===== config.mk =====
export PLATFORM = sky130hd
export DESIGN_NAME = fwd_hazard_unit
export DESIGN_NICKNAME = d
export VERILOG_FILES = /design/src/rtl/fwd_hazard_unit.sv
export SDC_FILE = /design/constraint.sdc
export NUM_CORES = 1
export LEC_CHECK = 0
export ABC_CLOCK_PERIOD_IN_PS = 1900
export CAP_MARGIN = 20
export CELL_PAD_IN_SITES_DETAIL_PLACEMENT = 1
export CELL_PAD_IN_SITES_GLOBAL_PLACEMENT = 1
export CORE_ASPECT_RATIO = 1.2
export CORE_MARGIN = 1.5
export CORE_UTILIZATION = 37
export CTS_BUF_LIST = sky130_fd_sc_hd__clkbuf_16
export CTS_CLUSTER_SIZE = 24
export DETAILED_ROUTE_END_ITERATION = 10
export GPL_TIMING_DRIVEN = 0
export HOLD_SLACK_MARGIN = 0.06
export PLACE_DENSITY_LB_ADDON = 0.1
export SYNTH_ARGS = -nofsm -noshare
export SYNTH_HDL_FRONTEND = slang
export SYNTH_SLANG_ARGS = --single-unit

===== constraint.sdc =====
create_clock -name clk -period 1.9 [get_ports clk]
set_input_delay 0.285 -clock clk [delete_from_list [all_inputs] [get_ports clk]]
set_output_delay 0.285 -clock clk [all_outputs]
set_load 0.005 [all_outputs]

===== src/rtl/fwd_hazard_unit.sv =====
// Forwarding-select and load-use hazard control for the execute stage.
// Optional performance counters are enabled with HAZ_PERF_CNT_EN.
module fwd_hazard_unit #(
  parameter int REG_AW      = 5,
  parameter int SCORE_DEPTH = 3
) (
  input  logic              clk,
  input  logic              rst_n,
  input  logic              D_valid,
  input  logic [REG_AW-1:0] D_rs0,
  input  logic [REG_AW-1:0] D_rs1,
  input  logic [REG_AW-1:0] D_rd,
  input  logic              D_we,
  input  logic              D_isLoad,
  input  logic              D_usesSP,
  input  logic              D_writesSP,
  input  logic              flush,
  input  logic              mem_busy,
  output logic              M_X_r0,
  output logic              M_X_r1,
  output logic              W_X_r0,
  output logic              W_X_r1,
  output logic              SP_forw,
  output logic              stall_D,
  output logic              bubble_X
`ifdef HAZ_PERF_CNT_EN
  ,
  output logic [31:0]       stall_cnt,
  output logic [31:0]       flush_cnt
`endif
);

  typedef struct packed {
    logic              valid;
    logic [REG_AW-1:0] rd;
    logic              we;
    logic              is_load;
    logic              writes_sp;
  } sb_entry_t;

  localparam int SX = 0;
  localparam int SM = 1;
  localparam int SW = 2;

  if (SCORE_DEPTH != 3) begin : g_depth_check
    $error("fwd_hazard_unit: SCORE_DEPTH must be 3");
  end

  sb_entry_t  sb_q [SCORE_DEPTH];
  sb_entry_t  sb_d [SCORE_DEPTH];
  sb_entry_t  d_entry;
  // select vector order: {SP_forw, W_X_r1, W_X_r0, M_X_r1, M_X_r0}
  logic [4:0] sel_q;
  logic [4:0] sel_d;
  logic       match_x0, match_x1, match_m0, match_m1;
  logic       load_use, kill_x;

  function automatic logic match_f(input sb_entry_t e, input logic [REG_AW-1:0] rs);
    match_f = e.valid & e.we & (e.rd == rs) & (rs != {REG_AW{1'b0}});
  endfunction

  // Hazard detection against the X and M scoreboard entries
  always_comb begin
    match_x0 = match_f(sb_q[SX], D_rs0);
    match_x1 = match_f(sb_q[SX], D_rs1);
    match_m0 = match_f(sb_q[SM], D_rs0);
    match_m1 = match_f(sb_q[SM], D_rs1);
    load_use = D_valid & ~flush & ~mem_busy & sb_q[SX].is_load & (match_x0 | match_x1);
    kill_x   = flush | load_use;
    stall_D  = rst_n & (mem_busy | load_use);
    bubble_X = rst_n & ~mem_busy & kill_x;
  end

  // Scoreboard shift and select computation; mem_busy freezes everything
  always_comb begin
    for (int i = 0; i < SCORE_DEPTH; i++) begin
      sb_d[i] = sb_q[i];
    end
    sel_d = sel_q;
    if (D_valid) begin
      d_entry = {1'b1, D_rd, D_we, D_isLoad, D_writesSP};
    end else begin
      d_entry = '0;
    end
    if (mem_busy) begin
      sel_d = sel_q;
    end else begin
      sb_d[SW] = sb_q[SM];
      sb_d[SM] = sb_q[SX];
      if (kill_x) begin
        sb_d[SX] = '0;
        sel_d    = 5'b0_0000;
      end else begin
        sb_d[SX] = d_entry;
        sel_d[0] = D_valid & match_x0 & ~sb_q[SX].is_load;
        sel_d[1] = D_valid & match_x1 & ~sb_q[SX].is_load;
        sel_d[2] = D_valid & match_m0 & ~match_x0;
        sel_d[3] = D_valid & match_m1 & ~match_x1;
        sel_d[4] = D_valid & D_usesSP & sb_q[SX].valid & sb_q[SX].writes_sp;
      end
    end
  end

  // Scoreboard and select registers
  always_ff @(posedge clk or negedge rst_n) begin
    if (!rst_n) begin
      for (int i = 0; i < SCORE_DEPTH; i++) begin
        sb_q[i] <= '0;
      end
      sel_q <= 5'b0_0000;
    end else begin
      for (int i = 0; i < SCORE_DEPTH; i++) begin
        sb_q[i] <= sb_d[i];
      end
      sel_q <= sel_d;
    end
  end

  assign M_X_r0  = sel_q[0];
  assign M_X_r1  = sel_q[1];
  assign W_X_r0  = sel_q[2];
  assign W_X_r1  = sel_q[3];
  assign SP_forw = sel_q[4];

`ifdef HAZ_PERF_CNT_EN
  logic [31:0] stall_cnt_q, stall_cnt_d;
  logic [31:0] flush_cnt_q, flush_cnt_d;

  // Saturating event counters
  always_comb begin
    stall_cnt_d = stall_cnt_q;
    flush_cnt_d = flush_cnt_q;
    if (load_use && (stall_cnt_q != 32'hFFFF_FFFF)) begin
      stall_cnt_d = stall_cnt_q + 32'd1;
    end else begin
      stall_cnt_d = stall_cnt_q;
    end
    if (flush && (flush_cnt_q != 32'hFFFF_FFFF)) begin
      flush_cnt_d = flush_cnt_q + 32'd1;
    end else begin
      flush_cnt_d = flush_cnt_q;
    end
  end

  // Counter registers
  always_ff @(posedge clk or negedge rst_n) begin
    if (!rst_n) begin
      stall_cnt_q <= 32'd0;
      flush_cnt_q <= 32'd0;
    end else begin
      stall_cnt_q <= stall_cnt_d;
      flush_cnt_q <= flush_cnt_d;
    end
  end

  assign stall_cnt = stall_cnt_q;
  assign flush_cnt = flush_cnt_q;
`endif

endmodule

After elaboration in Yosys (flattened, before gate mapping)
Cells that the tools add are included.

operators by class
  equality and inequality tests = 4
  bitwise gates (word level) = 36
  mux-type cells = 3
  reduce and logical (&&, ||, !) cells = 2

operators by type and width
  operator            number
  $and A1 B1 Y1       28
  $eq A5 B5 Y1        4
  $mux W9             2
  $reduce_bool A5 Y1  2
  $mux W5             1
  $not A1 Y1          5
  $or A1 B1 Y1        3

storage, ports and cells
  logic and storage cells = 54
  output and inout port bits = 7
  bits in registers = 21
  bits of input ports = 24

Depth between registers and ports, before layout
  depth in word-level cells = 7
  mapped depth = 6
  gate-level depth less buffers = 5

Worst setup path before layout
No wires, ideal clock.

  kind = flip-flop to output port
  start point = register sb_q[22] (netlist bit)
  end point = output bubble_X
  cell stages (with the launch flop) = 6
  arrival = 1.467 ns
  buffers on the path = 0
  path slack = 0.148 ns
  required time = 1.615 ns
  cell sequence = dfrtp_1 -> xnor2_1 -> nand4_1 -> or4_1 -> a21oi_1 -> o211a_1

on the way
  cells in the longest elaborated chain, start to end = 7
  elaborated cells between the ends (all ways) = 10
  classes of those cells = eq/ne (2); bitwise (8)

RTL lines
  element                            line  source
  from (decl)                        49    sb_entry_t sb_q [SCORE_DEPTH];
  from (signal, indexed assignment)  113   sb_q[i] <= sb_d[i];
  $eq A5 B5 Y1                       59    match_f = e.valid & e.we & (e.rd == rs) & (rs != {REG_AW{1'b0}});
  $and A1 B1 Y1 (2 in a row)         59
  $or A1 B1 Y1 *                     68    load_use = D_valid & ~flush & ~mem_busy & sb_q[SX].is_load & (match_x0 | match_x1);
  $and A1 B1 Y1 *                    68
  $or A1 B1 Y1 *                     69    kill_x = flush | load_use;
  $and A1 B1 Y1 *                    71    bubble_X = rst_n & ~mem_busy & kill_x;
  to (decl)                          25    output logic bubble_X

Every way passes the cells marked *; elsewhere a longest branch is shown, timed or not.

Final worst setup path
  start point = register sb_q[23] (netlist bit)
  end point = output bubble_X

Same word-level chain as after synthesis.

==> results by group <==
Outcome
  • Outcome: finished with violations
  • Failing checks: negative setup slack

Detailed routing
  • Number of DRC markers after the initial detailed-route iteration: 14
  • Pre-Repair DR Iteration Count: 4
  • Uppermost metal layer occupied by signal nets: met4
  • Routed wire length on met2: 1930 microns
  • Detail Route Antenna Nets: 0
  • Met3 wire length: 145 microns
  • Detailed-route via count: 1002
  • Vias per inst: 5.76
  • Final routed DRC violation total: 0
  • Wire length reported by the detailed router: 3600 microns
  • Wire length per cell: 20.7 microns
  • Wire length on met1: 1460 microns

Worst setup path
  • Crit path DAT: 2.07 ns
  • Critical path capture point type: primary output
  • Register-to-register setup slack: -0.02 ns
  • Reg2Reg Depth: 5
  • CP required: 1.62 ns
  • Kind of launch point of the worst setup path: flip-flop
  • End of the worst register-to-register path: sel_q[4]
  • Worst setup path class: reg -> out
  • Source of the critical timing path: sb_q[23]
  • Critical R2R Launch: sb_q[23]
  • Max Fanout on Critical Path: 3

STA
  • Setup repair after global routing missed its margin: yes
  • Max Freq: 424 MHz
  • Setup-violating endpoint count in the final report: 3
  • Final worst-path cycle share: 124%
  • Layout Skew: 0.00285 ns
  • Max-slew violation total from the final report: 0
  • Slew of the pin with the lowest slew margin: between 0.6 and 0.7 ns
  • Slew Limit Headroom: 53.1%
  • Min Clock Period, post-route: 2.36 ns
  • Fin. Hold Viols: 0
  • Final Worst Setup Slack: -0.459 ns

Clock network
  • Hold-fix buffers, CTS: 0
  • Maximum number of buffers from clock root to sink: 2
  • Clock tree root buffer cell: sky130_fd_sc_hd__clkbuf_16
  • Inserted Clock Buffers: 3
  • CTS clock-pin slew for the worst setup and hold paths: 0.06 ns
  • CTS tree: yes
  • Clock net sink count: 21
  • H-tree levels: 1
  • Clock Latency Late Sink: roughly 0.25 ns

Power
  • Switch Pwr: 0.276 mW
  • Power density over cell area: 659 nW/um^2
  • Power, Total: between 1 and 1.5 mW
  • Share of total power in combinational logic: 17.1%
  • Seq pwr share: 44.1%
  • Internal power consumption: around 0.86 mW
  • Clock share of power: between 30% and 40%
  • Switching part of the total: 24.3%
  • Static leakage: between 0.7 and 0.8 nW
  • IR drop worst, VDD: 0.000554 V

Floorplan
  • Core region area: 2860 sq um
  • Initial cell density of the core: between 30% and 40%
  • Num ports: 31
  • Area of the die: 3410 sq um
  • Cell row count: 21
  • Die span in x: 53.6 microns
  • Die Y-Extent: 63.7 microns

Synthesis
  • Post-synth net total: 119
  • Area of the mapped netlist: roughly 1100 sq um
  • Cell count after synthesis: 95
  • Share of synthesized area occupied by flip-flops and latches: approximately 46%
  • Avg Inst Size Synth: 11.9 sq um
  • Yosys synthesis warning count: 0
  • Synth cell types: 27
  • Flop and latch count out of synthesis: 21

GRT
  • Maximum number of pins on one net before global-route repair: 24
  • Global-route usage over all layers: 21.3%
  • Vias in the first global route: 1102
  • Antenna violations before repair: 0
  • Total grt overflow: 0
  • Global-route wire length before repair: 5270 microns

Layout
  • Count of nets after finishing: 165
  • Layout Utilization: 60.2%
  • Fraction of final layout cells sized beyond drive strength 1: roughly 30%
  • Final design instance area without fill: 1720 sq um
  • Number of filler cells placed in the layout: approximately 320
  • Area added between synthesis and finish: 51.8%
  • Total inserted antenna cells: 0

Flow run
  • Max-cap check violation count: 0

Hold path
  • Type of the most critical hold path: in -> async

Placement
  • Number of port buffers: 29
  • Placer Congestion: around 0.84
  • Area post-placement: between 1000 and 1500 sq um
  • Half-perimeter wire length after placement: between 2000 and 2500 microns
cell usage after synthesis:
master	n	share of area (%)
sky130_fd_sc_hd__a21oi_1	1	0.44
sky130_fd_sc_hd__a22o_1	1	0.77
sky130_fd_sc_hd__a32o_1	11	9.7
sky130_fd_sc_hd__and3_1	1	0.55
sky130_fd_sc_hd__clkbuf_1	4	1.3
sky130_fd_sc_hd__dfrtp_1	21	46
sky130_fd_sc_hd__inv_1	2	0.66
sky130_fd_sc_hd__mux2_2	7	6.9
sky130_fd_sc_hd__nand2_1	5	1.7
sky130_fd_sc_hd__nand3_1	2	0.88
sky130_fd_sc_hd__nand4_1	2	1.1
sky130_fd_sc_hd__nor2_2	1	0.55
sky130_fd_sc_hd__nor2_4	1	0.99
sky130_fd_sc_hd__nor3_1	1	0.44
sky130_fd_sc_hd__nor3b_2	1	1.1
sky130_fd_sc_hd__nor4_1	2	1.1
sky130_fd_sc_hd__nor4_2	2	2.2
sky130_fd_sc_hd__o2111ai_1	1	0.77
sky130_fd_sc_hd__o211a_1	1	0.88
sky130_fd_sc_hd__o211ai_1	1	0.66
sky130_fd_sc_hd__o21a_1	1	0.66
sky130_fd_sc_hd__o21ai_0	1	0.44
sky130_fd_sc_hd__o21ai_4	1	1.4
sky130_fd_sc_hd__or4_1	3	2.0
sky130_fd_sc_hd__or4_4	1	0.99
sky130_fd_sc_hd__xnor2_1	11	8.5
sky130_fd_sc_hd__xor2_1	9	6.9
routing by layer:
metal | vias to the layer above | track usage (%)
li1 | 456 | -
met1 | 511 | 25.4
met2 | 31 | 36.7
met3 | 4 | 2.84
met4 | 0 | 8.97
met5 | - | 0
per-stage QoR:
| step | setup slack [ns] | setup TNS, ns | std cells | hold WS (ns) |
|---|---|---|---|---|
| after global placement | -0.893 | -4.69 | 158 | 0.456 |
| after CTS | -0.467 | -0.790 | 170 | 0.480 |
| after floorplan | 0.148 | 0 | 95 | -0.0106 |
| after global routing | -0.545 | -1.73 | 174 | 0.305 |
| after detailed placement | -0.937 | -5.14 | 158 | 0.468 |
| final | -0.459 | -0.899 | 174 | 0.295 |
flip-flops by register name (all words and copies together) (netlist names):
| signal | cells |
|---|---|
| sb_q | 16 |
| sel_q | 5 |
critical path, stage by stage, from the launching register on:
cell                      delay (ns)
sky130_fd_sc_hd__dfrtp_2        0.44
sky130_fd_sc_hd__xnor2_1        0.16
sky130_fd_sc_hd__nand4_1        0.18
sky130_fd_sc_hd__or4_4          0.49
sky130_fd_sc_hd__a21oi_4        0.18
sky130_fd_sc_hd__buf_4          0.12
sky130_fd_sc_hd__o211a_1        0.14
sky130_fd_sc_hd__buf_2          0.11
timing repair:
item,in CTS,in global routing
buffers inserted,14,3
hold endpoints to repair,0,0
cloned,1,0
pin swaps,17,7
gates resized for setup,23,11
endpoints found under the setup margin,11,14
worst max path at each step:
stage | endpoint | slack (ns)
finish | bubble_X | -0.46
global route | bubble_X | -0.54
CTS | bubble_X | -0.47
detailed placement | bubble_X | -0.94
global placement | bubble_X | -0.89
floorplan | bubble_X | 0.15
cells by family after synthesis:
kind of cell	count (synthesis)	synth area share [%]
AO/OA/AOI/OAI	19	15.8
multiplexers	7	6.95
XOR/XNOR	20	15.4
buffers and inverters	6	1.98
flip-flops	21	46.3
AND/OR/NAND/NOR	22	13.6
power groups by stage:
| stage | Sequential (mW) | Combinational [mW] | Clock, mW |
|---|---|---|---|
| 6_report | 0.501 | 0.195 | 0.441 |
| 5_1_grt | 0.504 | 0.211 | 0.468 |
| 4_1_cts | 0.497 | 0.170 | 0.445 |
| 3_5_place_dp | 0.505 | 0.167 | 0 |
| 3_3_place_gp | 0.503 | 0.161 | 0 |
| 2_1_floorplan | 0.497 | 0.0818 | 0 |
cells in the final DEF (no fill, tap or decap), drive strengths merged:
master and instances:
dfrtp 21, clkdlybuf4s50 17, buf 13, a32o 11
xnor2 11, dlygate4sd2 10, xor2 9, mux2 7
clkbuf 7, nand2 5, or4 4, nor4 4
inv 3, o21ai 3, nor2 2, nand4 2
nand3 2, nor3b 1, a21oi 1, o21a 1
o211a 1, o211ai 1, nor3 1, o2111ai 1
and3 1, a22o 1
area by class of cell:
type                    count  area (sq um)  area share, %
clock inverters             1          3.75          0.218
well taps                  34          42.5           2.47
flip-flops and latches     21           529           30.7
multi-input cells          69           679           39.4
repair buffers             40           370           21.5
clock buffers               3          75.1           4.36
inverters                   2          7.51          0.436
plain buffers               4          15.0          0.871
Power figures use the tool's default switching activity.
